<file path="src/rtl/pll_lock_sequencer.sv">
// PLL bring-up sequencer: PLL reset hold, lock wait/filter, staggered domain release, retry on loss.
// Optional lock-loss counter output enabled by defining PLL_LOCK_LOSS_COUNT_EN.
module pll_lock_sequencer #(
    parameter int RST_HOLD     = 16,
    parameter int LOCK_FILTER  = 1024,
    parameter int LOCK_TIMEOUT = 50000,
    parameter int NUM_DOMAINS  = 6,
    parameter int STAGGER      = 8,
    parameter int MAX_RETRY    = 7
) (
    input  logic                   refclk,
    input  logic                   rst_n,
    input  logic                   pll_locked,
    input  logic                   restart_req,
    output logic                   pll_rst,
    output logic [NUM_DOMAINS-1:0] domain_rst_n,
    output logic                   ready,
    output logic                   fail,
    output logic [3:0]             retry_cnt
`ifdef PLL_LOCK_LOSS_COUNT_EN
    ,
    output logic [7:0]             lock_loss_cnt
`endif
);

    localparam int MAX_AB  = (RST_HOLD > LOCK_FILTER) ? RST_HOLD : LOCK_FILTER;
    localparam int MAX_CD  = (LOCK_TIMEOUT > STAGGER) ? LOCK_TIMEOUT : STAGGER;
    localparam int CNT_MAX = (MAX_AB > MAX_CD) ? MAX_AB : MAX_CD;
    localparam int CW      = (CNT_MAX > 1) ? $clog2(CNT_MAX) : 1;

    localparam logic [CW-1:0] HOLD_LAST    = CW'(RST_HOLD - 1);
    localparam logic [CW-1:0] FILTER_LAST  = CW'(LOCK_FILTER - 1);
    localparam logic [CW-1:0] TIMEOUT_LAST = CW'(LOCK_TIMEOUT - 1);
    localparam logic [CW-1:0] STAGGER_LAST = CW'(STAGGER - 1);

    typedef enum logic [2:0] {
        S_RESET_PLL,
        S_WAIT_LOCK,
        S_FILTER,
        S_RELEASE,
        S_RUN,
        S_FAIL
    } state_t;

    state_t                 state, state_nx;
    logic [CW-1:0]          cnt, cnt_nx, cnt_inc;
    logic [1:0]             lock_sync;
    logic                   lock_s;
    logic                   pll_rst_nx, ready_nx, fail_nx;
    logic [NUM_DOMAINS-1:0] dom_nx;
    logic [3:0]             retry_nx;

    always_ff @(posedge refclk or negedge rst_n) begin
        if (!rst_n) begin
            lock_sync <= '0;
        end else begin
            lock_sync <= {lock_sync[0], pll_locked};
        end
    end

    assign lock_s  = lock_sync[1];
    assign cnt_inc = (cnt == '1) ? cnt : cnt + 1'b1;

    always_ff @(posedge refclk or negedge rst_n) begin
        if (!rst_n) begin
            state        <= S_RESET_PLL;
            cnt          <= '0;
            pll_rst      <= 1'b1;
            domain_rst_n <= '0;
            ready        <= 1'b0;
            fail         <= 1'b0;
            retry_cnt    <= '0;
        end else begin
            state        <= state_nx;
            cnt          <= cnt_nx;
            pll_rst      <= pll_rst_nx;
            domain_rst_n <= dom_nx;
            ready        <= ready_nx;
            fail         <= fail_nx;
            retry_cnt    <= retry_nx;
        end
    end

    // Outputs are computed as next-state values so every output is a flop.
    always_comb begin
        state_nx   = state;
        cnt_nx     = cnt_inc;
        pll_rst_nx = pll_rst;
        dom_nx     = domain_rst_n;
        ready_nx   = ready;
        fail_nx    = fail;
        retry_nx   = retry_cnt;

        if (restart_req) begin
            state_nx   = S_RESET_PLL;
            cnt_nx     = '0;
            pll_rst_nx = 1'b1;
            dom_nx     = '0;
            ready_nx   = 1'b0;
            fail_nx    = 1'b0;
            retry_nx   = '0;
        end else begin
            case (state)
                S_RESET_PLL: begin
                    if (cnt == HOLD_LAST) begin
                        state_nx   = S_WAIT_LOCK;
                        cnt_nx     = '0;
                        pll_rst_nx = 1'b0;
                    end
                end
                S_WAIT_LOCK: begin
                    if (lock_s) begin
                        state_nx = S_FILTER;
                        cnt_nx   = '0;
                    end else if (cnt == TIMEOUT_LAST) begin
                        retry_nx   = retry_cnt + 4'd1;
                        cnt_nx     = '0;
                        pll_rst_nx = 1'b1;
                        if (retry_nx == 4'(MAX_RETRY)) begin
                            state_nx = S_FAIL;
                            fail_nx  = 1'b1;
                        end else begin
                            state_nx = S_RESET_PLL;
                        end
                    end
                end
                S_FILTER: begin
                    if (!lock_s) begin
                        state_nx = S_WAIT_LOCK;
                        cnt_nx   = '0;
                    end else if (cnt == FILTER_LAST) begin
                        state_nx = S_RELEASE;
                        cnt_nx   = '0;
                        dom_nx   = NUM_DOMAINS'(1);
                    end
                end
                S_RELEASE: begin
                    if (!lock_s) begin
                        state_nx   = S_RESET_PLL;
                        cnt_nx     = '0;
                        pll_rst_nx = 1'b1;
                        dom_nx     = '0;
                    end else if (&domain_rst_n) begin
                        state_nx = S_RUN;
                        cnt_nx   = '0;
                        ready_nx = 1'b1;
                        retry_nx = '0;
                    end else if (cnt == STAGGER_LAST) begin
                        // Shifting in ones releases the next-higher domain.
                        cnt_nx = '0;
                        dom_nx = NUM_DOMAINS'({domain_rst_n, 1'b1});
                    end
                end
                S_RUN: begin
                    if (!lock_s) begin
                        state_nx   = S_RESET_PLL;
                        cnt_nx     = '0;
                        pll_rst_nx = 1'b1;
                        dom_nx     = '0;
                        ready_nx   = 1'b0;
                    end
                end
                S_FAIL: begin
                    pll_rst_nx = 1'b1;
                    dom_nx     = '0;
                    fail_nx    = 1'b1;
                end
                default: begin
                    state_nx   = S_RESET_PLL;
                    cnt_nx     = '0;
                    pll_rst_nx = 1'b1;
                    dom_nx     = '0;
                    ready_nx   = 1'b0;
                end
            endcase
        end
    end

`ifdef PLL_LOCK_LOSS_COUNT_EN
    logic lock_lost;

    assign lock_lost = (state == S_RUN) && !lock_s && !restart_req;

    always_ff @(posedge refclk or negedge rst_n) begin
        if (!rst_n) begin
            lock_loss_cnt <= '0;
        end else if (lock_lost && (lock_loss_cnt != 8'hFF)) begin
            lock_loss_cnt <= lock_loss_cnt + 8'd1;
        end
    end
`endif

endmodule

</file>
<file path="config.mk">
export PLATFORM = sky130hd
export DESIGN_NAME = pll_lock_sequencer
export DESIGN_NICKNAME = d
export VERILOG_FILES = /design/src/rtl/pll_lock_sequencer.sv
export SDC_FILE = /design/constraint.sdc
export NUM_CORES = 1
export LEC_CHECK = 0
export BUFFER_PORTS_ARGS = -buffer_cell sky130_fd_sc_hd__buf_4
export CAP_MARGIN = 20
export CORE_MARGIN = 1.5
export CORE_UTILIZATION = 43
export DETAILED_ROUTE_END_ITERATION = 6
export GPL_TIMING_DRIVEN = 0
export PLACE_DENSITY = 0.64
export SETUP_SLACK_MARGIN = 0.15
export SYNTH_ARGS = -nofsm -noshare
export SYNTH_HDL_FRONTEND = slang
export SYNTH_SLANG_ARGS = --single-unit
</file>
<file path="constraint.sdc">
create_clock -name refclk -period 2.35 [get_ports refclk]
set_input_delay 0.235 -clock refclk [delete_from_list [all_inputs] [get_ports refclk]]
set_output_delay 0.235 -clock refclk [all_outputs]
set_load 0.05 [all_outputs]
</file>
==> results of run 1 <==
==> what timing repair did <==
item / CTS / global route
setup endpoints to repair: 30 / 31
resized for setup: 27 / 26
hold buffers: 1 / 0
setup buffers: 21 / 3
pin swaps: 12 / 11
gates cloned: 1 / 0
endpoints found under the hold margin: 33 / 0
==> sequential cells by signal, summed over array words and instances, names as in the netlist <==
register and count:
lock_sync 2, retry_cnt 4, cnt 16, pll_rst 1, fail 1, domain_rst_n 6
ready 1, state 3
==> final cells by class <==
class / count / share of cell area
buffer: 9 / 0.01969
clock buffer: 8 / 0.03851
inverter: 12 / 0.01575
multi-input combinational: 170 / 0.4871
sequential: 34 / 0.2989
tap: 54 / 0.02363
timing repair buffer: 41 / 0.1164
==> layout by cell type, fill, tap and decap left out, drive strengths merged, types with 4 or more instances in the layout <==
cell	instances
nor4	8
dfrtp	33
nand2	19
inv	12
or4	5
mux2i	6
nor2	18
xor2	4
o31ai	5
nand4	6
clkbuf	13
xnor2	7
o21ai	11
nand2b	5
or3	4
nand3	9
nor3	20
a21oi	6
buf	44
==> per-layer routing <==
layer | vias up | global-route usage
met3 | 14 | 0.04444
met2 | 36 | 0.3755
met1 | 956 | 0.2828
met5 | - | 0
met4 | 0 | 0.09644
li1 | 926 | -
==> metrics by stage <==
stage	setup TNS (ns)	area [um2]
floorplan	0	2121
global placement	-2.182	2301
detailed placement	-1.919	2301
CTS	0	2715
global route	-0.1124	2859
finish	0	2859
==> critical path, delay by kind of cell, from the launching register on <==
family                 cells  cell delay, ns
and+or+nand+nor            3            1.09
DFF                        1            0.41
AOI/OAI and AO/OA          2            0.37
buffers and inverters      2            0.29
==> final timing paths <==
path / from / end / slack [ns] / depth (start not counted)
setup reg to reg: cnt[13]$_DFF_PN0_ / cnt[10]$_DFF_PN0_ / 0.05 / 7
hold reg to reg: lock_sync[0]$_DFF_PN0_ / lock_sync[1]$_DFF_PN0_ / 0.35 / 0
setup / recovery: cnt[13]$_DFF_PN0_ / cnt[10]$_DFF_PN0_ / 0.05 / 7
max in group asynchronous: rst_n / pll_rst$_DFFE_PN1P_ / 1.58 / 2
min in group asynchronous: rst_n / domain_rst_n[0]$_DFFE_PN0P_ / 0.43 / 2
hold / removal: pll_locked / lock_sync[0]$_DFF_PN0_ / 0.05 / 1
==> power by group <==
part           leakage, nW  switching, mW  internal (mW)
sequential           0.457         0.0949          0.658
clock               0.0575          0.209          0.296
combinational        0.616          0.635          0.482
==> cell families (layout without fill, tap and decap cells) <==
kind of cell               after synthesis  after routing  synth area share
AOI/OAI and AO/OA                       45             45            0.1682
buffers and inverters                   21             70           0.04174
xor gates and xnor gates                11             11           0.04658
muxes                                    8              8           0.03993
and+or+nand+nor                        103            103            0.2734
DFF                                     34             34            0.4120
adders and majority gates                3              3           0.01815
==> results.py, run 1 <==
metrics = {
    "die": {
        "core_area_um2": 4692,
        "die_w_um": 72.36,
        "row_count": 25,
        "die_h_um": 72.36,
        "die-area_um2": 5235,
        "io_pins": 17,
        "start_util": 0.4408,
    },
    "layout": {
        "insertedDiodeCount": 0,
        "regArea_um2": 854.6,
        "fillers": 412,
        "layout.cells.non_filler": 328,
        "nNetsFinal": 280,
        "final_layout_size_suffix_gt1_frac": 0.3540,
        "multi_input_area_um2": 1393,
        "area_delta_synth_final_pct": 38.23,
        "final_core_util": 0.6093,
    },
    "detailed_routing": {
        "first_iter_violations": 156,
        "drtAntennaViolNets": 0,
        "wl_met2_mm": 2.668,
        "met3_length_um": 209,
        "drtPass1Iterations": 4,
        "wl_mm": 5.282,
        "viasPerCell": 5.890,
        "wire_per_inst_um": 16.10,
        "m1WireLength_mm": 2.228,
        "vias": 1932,
        "drc": 0,
        "top_layer_used": "met4",
    },
    "worst_hold_path": {
        "hp-class": "in -> reg",
    },
    "timing": {
        "finalMaxSlewViolations": 0,
        "finalSetupViolations": 0,
        "min_period_ns": 2.298,
        "hold_viol_final": 0,
        "min_period_over_period": 0.9780,
        "max_freq_ghz": 0.4351,
        "rsz0062_at_grt": "yes",
        "max_slew_margin": 0.3463,
        "fin_ws_ns": 0.05160,
        "skew_ns": 0.005480,
        "tightest_slew_ns": 0.9759,
        "holdWs_ns": 0.05476,
    },
    "power": {
        "power.density_nw_per_um2": 830.4,
        "p_leak_nw": 1.130,
        "p_total_mw": 2.374,
        "ir_worst_vdd_mv": 0.4839,
    },
    "grt": {
        "grt_pass1_wl_mm": 9.183,
        "grt_use_total": 0.2246,
        "grt_start_max_net_pins": 35,
        "grt_overflow": 0,
        "antenna_found_initial": 0,
        "grt_pass1_vias": 1906,
    },
    "clock_network": {
        "tritoncts": "yes",
        "cts_buffer_depth": 2,
        "h-tree-depth": 2,
        "numCtsBuffers": 5,
        "path_clk_slew_ns": 0.07,
        "numClockSinks": 34,
        "clock-root-buffer": "clkbuf_8",
        "clk_latency_ns": 0.29,
    },
    "placed_design": {
        "hpwl_mm": 3.177,
        "numPlacedInstances": 294,
        "place.gp.congestion": 0.8498,
        "io_buffers": 15,
        "dp_slack_ns": -0.1742,
    },
    "synth": {
        "yosys-top-cells-area": "dfrtp_1 (40%), nor3_1 (4.8%), nand2_1 (3.4%)",
        "avgSynthCellArea_um2": 9.192,
        "ys.flop_type": "dfrtp_1",
        "synthTopCellsByCount": "dfrtp_1 (33), nor3_1 (20), nand2_1 (19)",
        "synth.most_common_cell": "dfrtp_1",
        "ys_warn_count": 0,
        "syn_nets": 232,
        "synthArstFlopShare": 1.000,
        "yosysUniqueCellTypes": 51,
        "synth-edff-count": 0,
        "synth.top_cell.area_share": 0.3993,
        "ys_seq_elements": 34,
        "yosysSeqAreaShare": 0.4120,
        "yosys.area.top_type": "dfrtp_1",
        "synthCells": 225,
        "syn_area_um2": 2068,
    },
    "job": {
        "drv_cap": 0,
    },
    "critical_path": {
        "max_stage_delay_ns": 0.55,
        "critPathCaptureType": "register",
        "worstPathCellList": "or4bb_1, or4_4, o2bb2ai_4, a221oi_4, buf_4, buf_6, nor3_2",
        "crit_required_ns": 2.50,
        "worstSetupPathType": "reg -> reg",
        "crit_fanout": 5,
        "worstSetupStartpointType": "register",
        "worst_path_max_delay_cell": "or4_4",
        "arrival_ns": 2.45,
    },
    "run_status": {
        "status": "finished clean",
    },
}
No activity file was read; power rests on OpenSTA's default activity.
==> run 2, diff against run 1 <==
--- a/config.mk
+++ b/config.mk
@@ -9,8 +9,10 @@
 export CAP_MARGIN = 20
 export CORE_MARGIN = 1.5
 export CORE_UTILIZATION = 43
+export CTS_BUF_LIST = sky130_fd_sc_hd__clkbuf_2 sky130_fd_sc_hd__clkbuf_4 sky130_fd_sc_hd__clkbuf_8
 export DETAILED_ROUTE_END_ITERATION = 6
 export GPL_TIMING_DRIVEN = 0
+export HOLD_SLACK_MARGIN = 0.08
 export PLACE_DENSITY = 0.64
 export SETUP_SLACK_MARGIN = 0.15
 export SYNTH_ARGS = -nofsm -noshare
==> results.py, run 2 (synthesized netlist as in run 1, its figures left out) <==
metrics = {
    "run_status": {
        "status": "finished clean",
    },
    "detailed_routing": {
        "drc": 0,
        "first_iter_violations": 139,
        "drtPass1Iterations": 4,
        "viasPerCell": 5.830,
        "drtAntennaViolNets": 0,
        "vias": 1918,
        "wire_per_inst_um": 16.05,
        "wl_mm": 5.280,
    },
    "grt": {
        "grt_pass1_vias": 1909,
        "grt-busiest-layer": "met2",
        "antenna_found_initial": 0,
        "grt_use_total": 0.2249,
        "use_met2": 0.3755,
        "grt_overflow": 0,
        "grt_pass1_wl_mm": 9.197,
        "grt_use_met1": 0.2837,
        "grt_start_max_net_pins": 35,
        "use_met3": 0.04444,
    },
    "critical_path": {
        "worstReg2RegEnd": "cnt[10]$_DFF_PN0_",
        "arrival_ns": 2.45,
        "crit_end": "cnt[10]$_DFF_PN0_",
        "cp_top_family": "simple AND/OR/NAND/NOR gates",
        "reg2reg_from": "cnt[13]$_DFF_PN0_",
        "worstSetupStartpointType": "register",
        "crit_required_ns": 2.50,
        "worstPathCellList": "or4bb_1, or4_4, o2bb2ai_4, a221oi_4, buf_4, buf_6, nor3_2",
        "crit_fanout": 5,
        "startpoint": "cnt[13]$_DFF_PN0_",
        "crit_buf_inv": 2,
        "worst_path_max_delay_cell": "or4_4",
        "worstSetupPathType": "reg -> reg",
        "critPathCaptureType": "register",
        "max_stage_delay_ns": 0.55,
        "ff2ff_path_depth": 7,
        "rrSetupSlack_ns": 0.05,
        "critical_path_depth": 7,
    },
    "layout": {
        "final_layout_size_suffix_gt1_frac": 0.3527,
        "multi_input_area_um2": 1393,
        "nNetsFinal": 281,
        "largest-register": "cnt",
        "top_regs": "cnt: 16 flops, domain_rst_n: 6 flops, retry_cnt: 4 flops",
        "regArea_um2": 854.6,
        "insertedDiodeCount": 0,
        "layout.cells.non_filler": 329,
        "area_delta_synth_final_pct": 38.72,
        "largest_reg_flops": 16,
        "final_common_cell": "buf_4",
        "layout_common_cells": "buf_4 (34), dfrtp_1 (31), nand2_1 (19)",
        "fillers": 411,
    },
    "placed_design": {
        "place.gp.congestion": 0.8498,
        "hpwl_mm": 3.177,
        "numPlacedInstances": 294,
        "io_buffers": 15,
    },
    "job": {
        "drv_cap": 0,
    },
    "clock_network": {
        "clock-root-buffer": "clkbuf_8",
        "clk_latency_ns": 0.29,
        "numCtsBuffers": 5,
        "cts_buffer_depth": 2,
        "tritoncts": "yes",
        "numClockSinks": 34,
        "h-tree-depth": 2,
        "path_clk_slew_ns": 0.07,
    },
    "power": {
        "ir_worst_vdd_mv": 0.4839,
        "power.density_nw_per_um2": 828.2,
        "p_leak_nw": 1.134,
    },
    "die": {
        "die_h_um": 72.36,
        "die_w_um": 72.36,
        "core_area_um2": 4692,
        "start_util": 0.4408,
        "row_count": 25,
        "io_pins": 17,
        "die-area_um2": 5235,
    },
    "timing": {
        "max_slew_margin": 0.3484,
        "finalMaxSlewViolations": 0,
        "tightest_slew_ns": 0.9729,
        "min_period_over_period": 0.9787,
        "setup_tns_ns": 0,
        "skew_ns": 0.005900,
        "rsz0062_at_grt": "yes",
        "min_period_ns": 2.300,
        "hold_viol_final": 0,
        "finalSetupViolations": 0,
        "max_freq_ghz": 0.4348,
    },
    "worst_hold_path": {
        "hp-class": "in -> reg",
    },
}
run 2: cell type report:
cell class / count / area share
plain buffers: 9 / 0.01962
clock buffers: 8 / 0.03838
inverters: 12 / 0.01570
multi-input cells: 170 / 0.4854
flip-flops and latches: 34 / 0.2979
well taps: 54 / 0.02355
repair buffers: 42 / 0.1195
run 2: power breakdown:
| group | leakage (nW) | internal, mW | switching (mW) |
|---|---|---|---|
| Combinational | 0.620 | 0.483 | 0.636 |
| Sequential | 0.457 | 0.658 | 0.0952 |
| Clock | 0.0575 | 0.296 | 0.209 |
| Total | 1.13 | 1.44 | 0.940 |
run 2: worst min-delay path by stage:
stage                            from                     endpoint  cells after the start
after global routing      restart_req            ready$_DFFE_PN0P_                      2
after global placement          rst_n  domain_rst_n[1]$_DFFE_PN0P_                      1
after detailed placement        rst_n  domain_rst_n[1]$_DFFE_PN0P_                      1
after CTS                 restart_req            ready$_DFFE_PN0P_                      2
final                     restart_req            ready$_DFFE_PN0P_                      2
after floorplan                 rst_n             cnt[0]$_DFF_PN0_                      0
run 2: timing repair:
item,CTS,global route
setup buffers,21,3
setup endpoints to repair,30,31
gates cloned,1,0
endpoints found under the hold margin,34,0
hold buffers,2,0
gates resized for setup,27,26
pin swaps,12,11
run 2: metrics by stage:
step	worst slack, ns	cell area [um2]	util	power (mW)	hold slack [ns]
final	0.05014	2869	0.6115	2.376	0.2515
after global routing	-0.01565	2869	0.6115	2.511	0.2771
after CTS	0.06869	2725	0.5808	2.258	0.2318
after detailed placement	-0.1742	2301	0.4904	1.514	0.2103
after global placement	-0.1935	2301	0.4904	1.515	0.2051
after floorplan	0.1117	2121	-	1.332	-0.06059
run 2: layer usage:
metal,routed length [um],up-vias,share of wire
met5,0,-,0
met4,176,0,0.033
met3,206,14,0.039
met2,2657,42,0.50
met1,2239,935,0.42
li1,-,927,-
